File: src/rtl/codificador_pt2262.sv
// codificador_pt2262: PT2262-style ternary remote-control encoder.
// Each frame is 12 code bits (A0..A7, then D3..D0) and a sync bit, 512 symbol
// positions in all. A send request produces at least MIN_FRAMES frames.
// The symbol tick is a clock enable made from a DIV-cycle divider. Defining
// CODIFICADOR_FAST_TICK_EN removes the divider, so there is one position per clk.
module codificador_pt2262 #(
  parameter int DIV        = 250,
  parameter int MIN_FRAMES = 4
) (
  input  logic       clk,
  input  logic       reset,
  input  logic [7:0] addr_val,
  input  logic [7:0] addr_float,
  input  logic [3:0] D,
  input  logic       send,
  output logic       cod_o,
  output logic       busy,
  output logic       frame_done
);

  localparam int FCW = $clog2(MIN_FRAMES + 1);

  typedef enum logic [1:0] {IDLE, BIT, SYNC} state_t;

  state_t         state_q, state_d;
  logic [6:0]     pos_q, pos_d;
  logic [3:0]     bitIdx_q, bitIdx_d;
  logic [FCW-1:0] frameCnt_q, frameCnt_d;
  logic [FCW-1:0] cntInc;
  logic [7:0]     addrVal_q, addrVal_d;
  logic [7:0]     addrFloat_q, addrFloat_d;
  logic [3:0]     data_q, data_d;
  logic           cod_q, cod_d;
  logic           busy_q, busy_d;
  logic           frameDone_q, frameDone_d;
  logic           tick;
  logic           startNew;
  logic           curOne, curFloat;
  logic [1:0]     dataSel;
  logic [4:0]     bitPos;
  logic           bitLevel;

`ifdef CODIFICADOR_FAST_TICK_EN
  assign tick = 1'b1;
`else
  localparam int DCW = (DIV > 1) ? $clog2(DIV) : 1;

  logic [DCW-1:0] divCnt_q;

  assign tick = (divCnt_q == DCW'(DIV - 1));

  // Free-running symbol divider; wraps to 0 on the tick cycle.
  always_ff @(posedge clk) begin
    if (reset) begin
      divCnt_q <= '0;
    end else if (tick) begin
      divCnt_q <= '0;
    end else begin
      divCnt_q <= divCnt_q + DCW'(1);
    end
  end
`endif

  // Ternary symbol carried by the current bit index, taken from the shadow copies.
  always_comb begin
    dataSel  = ~bitIdx_q[1:0];
    curFloat = 1'b0;
    curOne   = 1'b0;
    if (!bitIdx_q[3]) begin
      curFloat = addrFloat_q[bitIdx_q[2:0]];
      curOne   = !addrFloat_q[bitIdx_q[2:0]] && addrVal_q[bitIdx_q[2:0]];
    end else begin
      curOne   = data_q[dataSel];
    end
  end

  // Next-state logic. Positions advance only on tick; cod/busy are derived from the next position.
  always_comb begin
    state_d     = state_q;
    pos_d       = pos_q;
    bitIdx_d    = bitIdx_q;
    frameCnt_d  = frameCnt_q;
    addrVal_d   = addrVal_q;
    addrFloat_d = addrFloat_q;
    data_d      = data_q;
    frameDone_d = 1'b0;
    startNew    = 1'b0;
    cntInc      = (frameCnt_q >= FCW'(MIN_FRAMES)) ? FCW'(MIN_FRAMES)
                                                   : frameCnt_q + FCW'(1);
    if (tick) begin
      case (state_q)
        IDLE: begin
          if (send) begin
            startNew   = 1'b1;
            frameCnt_d = '0;
          end
        end
        BIT: begin
          if (pos_q[4:0] == 5'd31) begin
            pos_d = '0;
            if (bitIdx_q == 4'd11) begin
              state_d = SYNC;
            end else begin
              bitIdx_d = bitIdx_q + 4'd1;
            end
          end else begin
            pos_d = pos_q + 7'd1;
          end
        end
        SYNC: begin
          if (pos_q == 7'd127) begin
            frameDone_d = 1'b1;
            frameCnt_d  = cntInc;
            if (send || (cntInc < FCW'(MIN_FRAMES))) begin
              startNew = 1'b1;
            end else begin
              state_d = IDLE;
              pos_d   = '0;
            end
          end else begin
            pos_d = pos_q + 7'd1;
          end
        end
        default: state_d = IDLE;
      endcase
    end

    if (startNew) begin
      state_d     = BIT;
      pos_d       = '0;
      bitIdx_d    = '0;
      addrVal_d   = addr_val;
      addrFloat_d = addr_float;
      data_d      = D;
    end

    // Position 0 is always high, so a freshly entered bit never needs its own symbol here.
    bitPos = pos_d[4:0];
    if (bitPos < 5'd4)       bitLevel = 1'b1;
    else if (bitPos < 5'd12) bitLevel = curOne;
    else if (bitPos < 5'd16) bitLevel = 1'b0;
    else if (bitPos < 5'd20) bitLevel = 1'b1;
    else if (bitPos < 5'd28) bitLevel = curOne | curFloat;
    else                     bitLevel = 1'b0;

    case (state_d)
      BIT:     cod_d = bitLevel;
      SYNC:    cod_d = (pos_d < 7'd4);
      default: cod_d = 1'b0;
    endcase
    busy_d = (state_d != IDLE);
  end

  // Encoder FSM, shadow registers and registered outputs.
  always_ff @(posedge clk) begin
    if (reset) begin
      state_q     <= IDLE;
      pos_q       <= '0;
      bitIdx_q    <= '0;
      frameCnt_q  <= '0;
      addrVal_q   <= '0;
      addrFloat_q <= '0;
      data_q      <= '0;
      cod_q       <= 1'b0;
      busy_q      <= 1'b0;
      frameDone_q <= 1'b0;
    end else begin
      state_q     <= state_d;
      pos_q       <= pos_d;
      bitIdx_q    <= bitIdx_d;
      frameCnt_q  <= frameCnt_d;
      addrVal_q   <= addrVal_d;
      addrFloat_q <= addrFloat_d;
      data_q      <= data_d;
      cod_q       <= cod_d;
      busy_q      <= busy_d;
      frameDone_q <= frameDone_d;
    end
  end

  assign cod_o      = cod_q;
  assign busy       = busy_q;
  assign frame_done = frameDone_q;

endmodule

File: config.mk
export PLATFORM = sky130hd
export DESIGN_NAME = codificador_pt2262
export DESIGN_NICKNAME = d
export VERILOG_FILES = /design/src/rtl/codificador_pt2262.sv
export SDC_FILE = /design/constraint.sdc
export NUM_CORES = 1
export LEC_CHECK = 0
export ABC_CLOCK_PERIOD_IN_PS = 2800
export BUFFER_PORTS_ARGS = -buffer_cell sky130_fd_sc_hd__buf_2
export CAP_MARGIN = 5
export CORE_MARGIN = 5
export CORE_UTILIZATION = 40
export DETAILED_ROUTE_END_ITERATION = 12
export PLACE_DENSITY = 0.66
export SYNTH_ARGS = -nofsm -noshare
export SYNTH_HDL_FRONTEND = slang
export SYNTH_SLANG_ARGS = --single-unit
File: constraint.sdc
create_clock -name clk -period 2.8 [get_ports clk]
set_input_delay 0.14 -clock clk [delete_from_list [all_inputs] [get_ports clk]]
set_output_delay 0.14 -clock clk [all_outputs]
set_load 0.03 [all_outputs]
==> results of run 1 <==
[per-stage QoR]
step	hold slack, ps	total power [W]	area (um2)	utilization, %
after CTS	51.0	0.00116	2630	47.1
after global placement	382	0.000726	2530	45.3
after global routing	53.4	0.00119	2630	47.1
after detailed placement	386	0.000726	2530	45.3
after floorplan	276	0.000706	2330	-
final	60.9	0.00114	2630	47.1
[power groups by stage]
stage | combinational, W | clock (W) | sequential (W)
3_3_place_gp | 0.0000353 | 0 | 0.000690
3_5_place_dp | 0.0000357 | 0 | 0.000691
5_1_grt | 0.0000397 | 0.000471 | 0.000676
2_1_floorplan | 0.0000162 | 0 | 0.000690
4_1_cts | 0.0000359 | 0.000447 | 0.000675
6_report | 0.0000353 | 0.000428 | 0.000675
[state kept, by name (all words and copies together) (netlist names), 2 cells and up]
register / count
frameCnt_q: 3
bitIdx_q: 4
divCnt_q: 8
state_q: 2
pos_q: 7
addrFloat_q: 8
addrVal_q: 8
data_q: 4
[worst reg2reg max path, delay by kind of cell, from the launching register on]
kind	cells	cell delay [ps]
adder cells (fa/ha/maj)	2	500
AO/OA/AOI/OAI	3	590
AND/OR/NAND/NOR	2	930
buffers and inverters	2	190
flip-flops	1	340
[worst min-delay path by stage]
stage | cells after the start | to | startpoint | slack [ps]
floorplan | 2 | addrFloat_q[0] | addr_float[0] | 280
global placement | 3 | addrFloat_q[3] | addr_float[3] | 380
detailed placement | 3 | addrFloat_q[3] | addr_float[3] | 390
CTS | 3 | addrFloat_q[3] | addr_float[3] | 50
global route | 3 | data_q[2] | D[2] | 50
finish | 3 | addrFloat_q[2] | addr_float[2] | 60
[placed cells by master, fill, tap and decap left out, types with 3 or more instances in the layout]
master	Yosys	final
nand3_1	5	5
dfxtp_1	47	47
nor3_1	3	3
ha_1	14	14
nor2_1	29	29
a21oi_1	27	27
buf_2	0	25
xnor2_1	4	4
o21ai_0	6	6
xor2_1	5	5
clkbuf_8	0	6
nand2_1	59	59
mux2i_1	5	5
inv_1	12	12
a31oi_1	3	3
buf_4	0	5
mux4_1	4	4
[cells by family after synthesis]
family / count (synthesis) / synth area share [%]
AOI/OAI and AO/OA: 55 / 14.7
xor gates and xnor gates: 9 / 3.39
adders and majority gates: 14 / 7.53
buffers and inverters: 24 / 4.14
DFF: 47 / 40.5
muxes: 11 / 8.12
and+or+nand+nor: 112 / 21.6
[per-layer routing]
layer  vias up  global-route usage (%)  wire length [um]
met5         -                       0                 0
met4         0                    6.94               112
met3         9                    2.38               151
met2        42                    21.9              2190
met1       895                    17.8              2350
li1        983                       -                 -
[cell type report]
cell class | count | share of cell area (%)
inverter | 12 | 1.72
multi-input combinational | 201 | 49.1
clock buffer | 6 | 3.14
clock inverter | 2 | 0.619
sequential | 47 | 35.8
timing repair buffer | 30 | 6.19
tap | 72 | 3.43
==> impl_metrics.ini, run 1 <==
[power_and_ir_drop]
powerDensity_nw_per_um2 = 433
clockPowerShare_pct = 37.6
intPower_w = 0.000889
p_sw_share_pct = 21.9
power.switching_w = 0.000249
seq_power_share_pct = 59.3
combPwrFrac_pct = 3.1
p_leak_nw = 1.02
peakVddDrop_mv = 0.307

[layout]
final_nets = 334
seq_area_um2 = 941
layout.cells.non_filler = 370
drive_above_1_share_pct = 16.1
multi_input_area_um2 = 1290
syn2layout_area_growth_pct = 12.9
nFillCells = 554
antenna_cells = 0

[die]
coreArea_um2 = 5570
dieArea_um2 = 7440
dieHeight_um = 86.3
placementRows = 27
initial_core_util_pct = 41.7
die_w_um = 86.3
ios = 26

[setup_path]
worst-path-max-fanout = 10
rr_worst_depth = 9
worstPathCellList = inv_1 -> ha_1 -> inv_1 -> or4_4 -> a21o_2 -> o221ai_1 -> ha_1 -> or3b_1 -> a21oi_1
regToRegSetupSlack_ps = 180
slowest_delay_ps = 580
crit_family = simple AND/OR/NAND/NOR gates
cp.required_ps = 3030
critPathLaunch = state_q[0]
endpoint_kind = flip-flop
timing.rr.end = cod_o
reg2reg_from = state_q[0]
worstPathArrival_ps = 2860
worst-path-buf-inv = 2
crit_path_end = cod_o
critical_path_class = reg -> reg
crit_path_start_kind = flip-flop
critPathSlowestCell = or4_4
critical_path_cell_count = 9

[routing]
dr.pass1.iters = 4
drt_iter0_drc = 89
drc = 0
ant_nets = 0
via_per_inst = 5.21
vias = 1929
routed_wl_mm = 4.80
wl_per_cell_um = 13.0

[placement]
dp_cells = 362
port_buffers = 25
place.gp.congestion = 0.904
post-dp-hpwl_mm = 3.69
pre_cts_ws_ps = 210

[grt]
grt_start_max_net_pins = 31
grt_pass1_vias = 1855
antenna_found_initial = 0
grt_usage_pct = 13.7
grt_pass1_wl_mm = 8.22
grt_overflow = 0

[run]
drv_cap = 0

[logic_synthesis]
synth_warnings = 0
synth_top_area_share_pct = 40.5
syn-num-nets = 309
syn_area_um2 = 2330
async_reset_ff_share_pct = 0
yosysMostFrequentCell = nand2_1
synthDistinctLibCells = 45
synth_seq_area_share_pct = 40.5
syn_inst = 272
syn_avg_cell_area_um2 = 8.55
synth_seq_cells = 47
synth_edf_count = 0
synth_top_area_cell = dfxtp_1
synthTopCellsByCount = nand2_1, dfxtp_1, nor2_1
netlist_top_cells_area = dfxtp_1, nand2_1, ha_1
synth_ff_type = dfxtp_1

[clocking]
cts_root_buf = clkbuf_8
cts_tree = yes
htree_levels = 2
cts_setup_buffers = 0
clk_latency_ps = 300
cts.clk_slew.worst_paths_ps = 90
cts_made_buffers = 5
holdBufCountCts = 0
clockBufferDepth = 2
cts_resized = 0
cts.sinks = 47

[sta]
setup_viol = 0
finalWorstSetupSlack_ps = 176
min_period_ps = 2620
maxSlewHeadroom_pct = 60.1
fin_setup_tns_ps = 0
hold_viol = 0
fmax_ghz = 0.381
post-route-period-util_pct = 93.7
clock_skew_ps = 8.71
worst_pin_slew_ps = 597
maxSlewViolCount = 0
rsz0062_at_grt = false

[run_status]
status = completed

[min_path]
holdCritPathClass = in -> reg
Note: power is estimated with default switching activity, not from simulation.
==> run 2: changes to the inputs <==
--- a/config.mk
+++ b/config.mk
@@ -11,6 +11,7 @@
 export CORE_MARGIN = 5
 export CORE_UTILIZATION = 40
 export DETAILED_ROUTE_END_ITERATION = 12
+export HOLD_SLACK_MARGIN = 0.12
 export PLACE_DENSITY = 0.66
 export SYNTH_ARGS = -nofsm -noshare
 export SYNTH_HDL_FRONTEND = slang
==> constraint.sdc (replaced) <==
create_clock -name clk -period 2.8 [get_ports clk]
set_input_delay 0.56 -clock clk [delete_from_list [all_inputs] [get_ports clk]]
set_output_delay 0.56 -clock clk [all_outputs]
set_load 0.03 [all_outputs]
==> impl_metrics.ini, run 2 (synthesized netlist as in run 1, its figures left out) <==
[die]
dieHeight_um = 86.3
coreArea_um2 = 5570
dieArea_um2 = 7440
placementRows = 27
die_w_um = 86.3
initial_core_util_pct = 41.7
ios = 26

[grt]
grt_pass1_wl_mm = 8.65
grt_start_max_net_pins = 31
grt_overflow = 0
grt_pass1_vias = 1932
grt_usage_pct = 14.4
antenna_found_initial = 0

[clocking]
clk_latency_ps = 310
clockBufferDepth = 2
cts.clk_slew.worst_paths_ps = 100
cts_tree = yes
cts_resized = 0
cts_setup_buffers = 0
cts_root_buf = clkbuf_8
holdBufCountCts = 0
htree_levels = 2
cts.sinks = 47
cts_made_buffers = 5

[setup_path]
crit_path_start_kind = flip-flop
cp.required_ps = 3040
critical_path_class = reg -> reg
rr_worst_depth = 8
worst-path-max-fanout = 13
worstPathArrival_ps = 2780
regToRegSetupSlack_ps = 250
endpoint_kind = flip-flop
timing.rr.end = cod_o
reg2reg_from = state_q[1]

[power_and_ir_drop]
combPwrFrac_pct = 3.0
peakVddDrop_mv = 0.190
p_leak_nw = 1.05
p_sw_share_pct = 21.9
clockPowerShare_pct = 42.1
seq_power_share_pct = 55.0
power.switching_w = 0.000268
total_power_w = 0.00123
intPower_w = 0.000959
powerDensity_nw_per_um2 = 459

[sta]
fmax_ghz = 0.393
fin_setup_tns_ps = 0
worst_pin_slew_ps = 581
rsz0062_at_grt = false
maxSlewHeadroom_pct = 61.2
min_period_ps = 2550
finalWorstSetupSlack_ps = 253
clock_skew_ps = 12.4
setup_viol = 0
maxSlewViolCount = 0
post-route-period-util_pct = 91.0
hold_viol = 0

[layout]
antenna_cells = 0
drive_above_1_share_pct = 17.7
layout_commonest_cell = nand2_1
final_nets = 336
layout.cells.non_filler = 372
reg.largest.list = addrFloat_q (8), addrVal_q (8), divCnt_q (8)
syn2layout_area_growth_pct = 15.1
layout_common_cells = nand2_1, dfxtp_1, nor2_1
design_area_um2 = 2680

[run]
drv_cap = 0

[routing]
ant_nets = 0
vias = 1951
routed_wl_mm = 4.92
wl_per_cell_um = 13.2
drt_iter0_drc = 96
drc = 0
via_per_inst = 5.24
dr.pass1.iters = 4

[min_path]
holdPathEnd = addrFloat_q[1]
holdCritPathClass = reg -> reg
min_path_cells = 2
min-delay-start = addrFloat_q[1]

[placement]
placed_cell_area_um2 = 2540
post-dp-hpwl_mm = 3.66
place.gp.congestion = 0.869
port_buffers = 25
pre_cts_ws_ps = 140
dp_cells = 364

[run_status]
status = completed
run 2: how the worst max path moves through the flow:
stage / from / end / slack, ps / cells past startpoint
floorplan: state_q[0] / cod_o / 210 / 11
global route: pos_q[0] / cod_o / 8 / 12
global placement: state_q[0] / cod_o / 230 / 9
CTS: state_q[0] / cod_o / 120 / 9
detailed placement: state_q[0] / cod_o / 140 / 9
finish: state_q[1] / cod_o / 250 / 8
run 2: power by group through the flow:
stage | Sequential [W] | Combinational [W] | Clock, W
after global placement | 0.000690 | 0.0000356 | 0
after global routing | 0.000676 | 0.0000419 | 0.000560
after floorplan | 0.000690 | 0.0000162 | 0
final | 0.000675 | 0.0000364 | 0.000516
after CTS | 0.000675 | 0.0000364 | 0.000530
after detailed placement | 0.000690 | 0.0000361 | 0
run 2: worst max-delay path, cell delays in order, from the launching register on:
cell and delay, ps:
dfxtp_1 410, ha_2 270, inv_1 80, or4_4 590, a21o_4 300, o221ai_2 110
ha_2 240, or3b_1 340, a21oi_1 140
run 2: area by class of cell:
type | count | area [um2]
well taps | 72 | 90.1
clock inverters | 3 | 47.5
fillers | 557 | 2900
multi-input cells | 201 | 1310
inverters | 12 | 45.0
repair buffers | 32 | 178
flip-flops and latches | 47 | 941
clock buffers | 5 | 68.8
run 2: metrics by stage:
| stage | hold WS (ps) | util, % |
|---|---|---|
| after floorplan | 432 | - |
| after global placement | 440 | 45.6 |
| after detailed placement | 445 | 45.6 |
| after CTS | 457 | 47.7 |
| after global routing | 464 | 48.0 |
| final | 457 | 48.0 |
run 2: per-layer routing:
| metal | GRT usage, % | part of all wire, % | vias up |
|---|---|---|---|
| li1 | - | - | 992 |
| met1 | 18.8 | 48 | 901 |
| met2 | 23.3 | 46 | 52 |
| met3 | 3.33 | 4.4 | 6 |
| met4 | 5.10 | 1.0 | 0 |
| met5 | 0 | 0 | - |
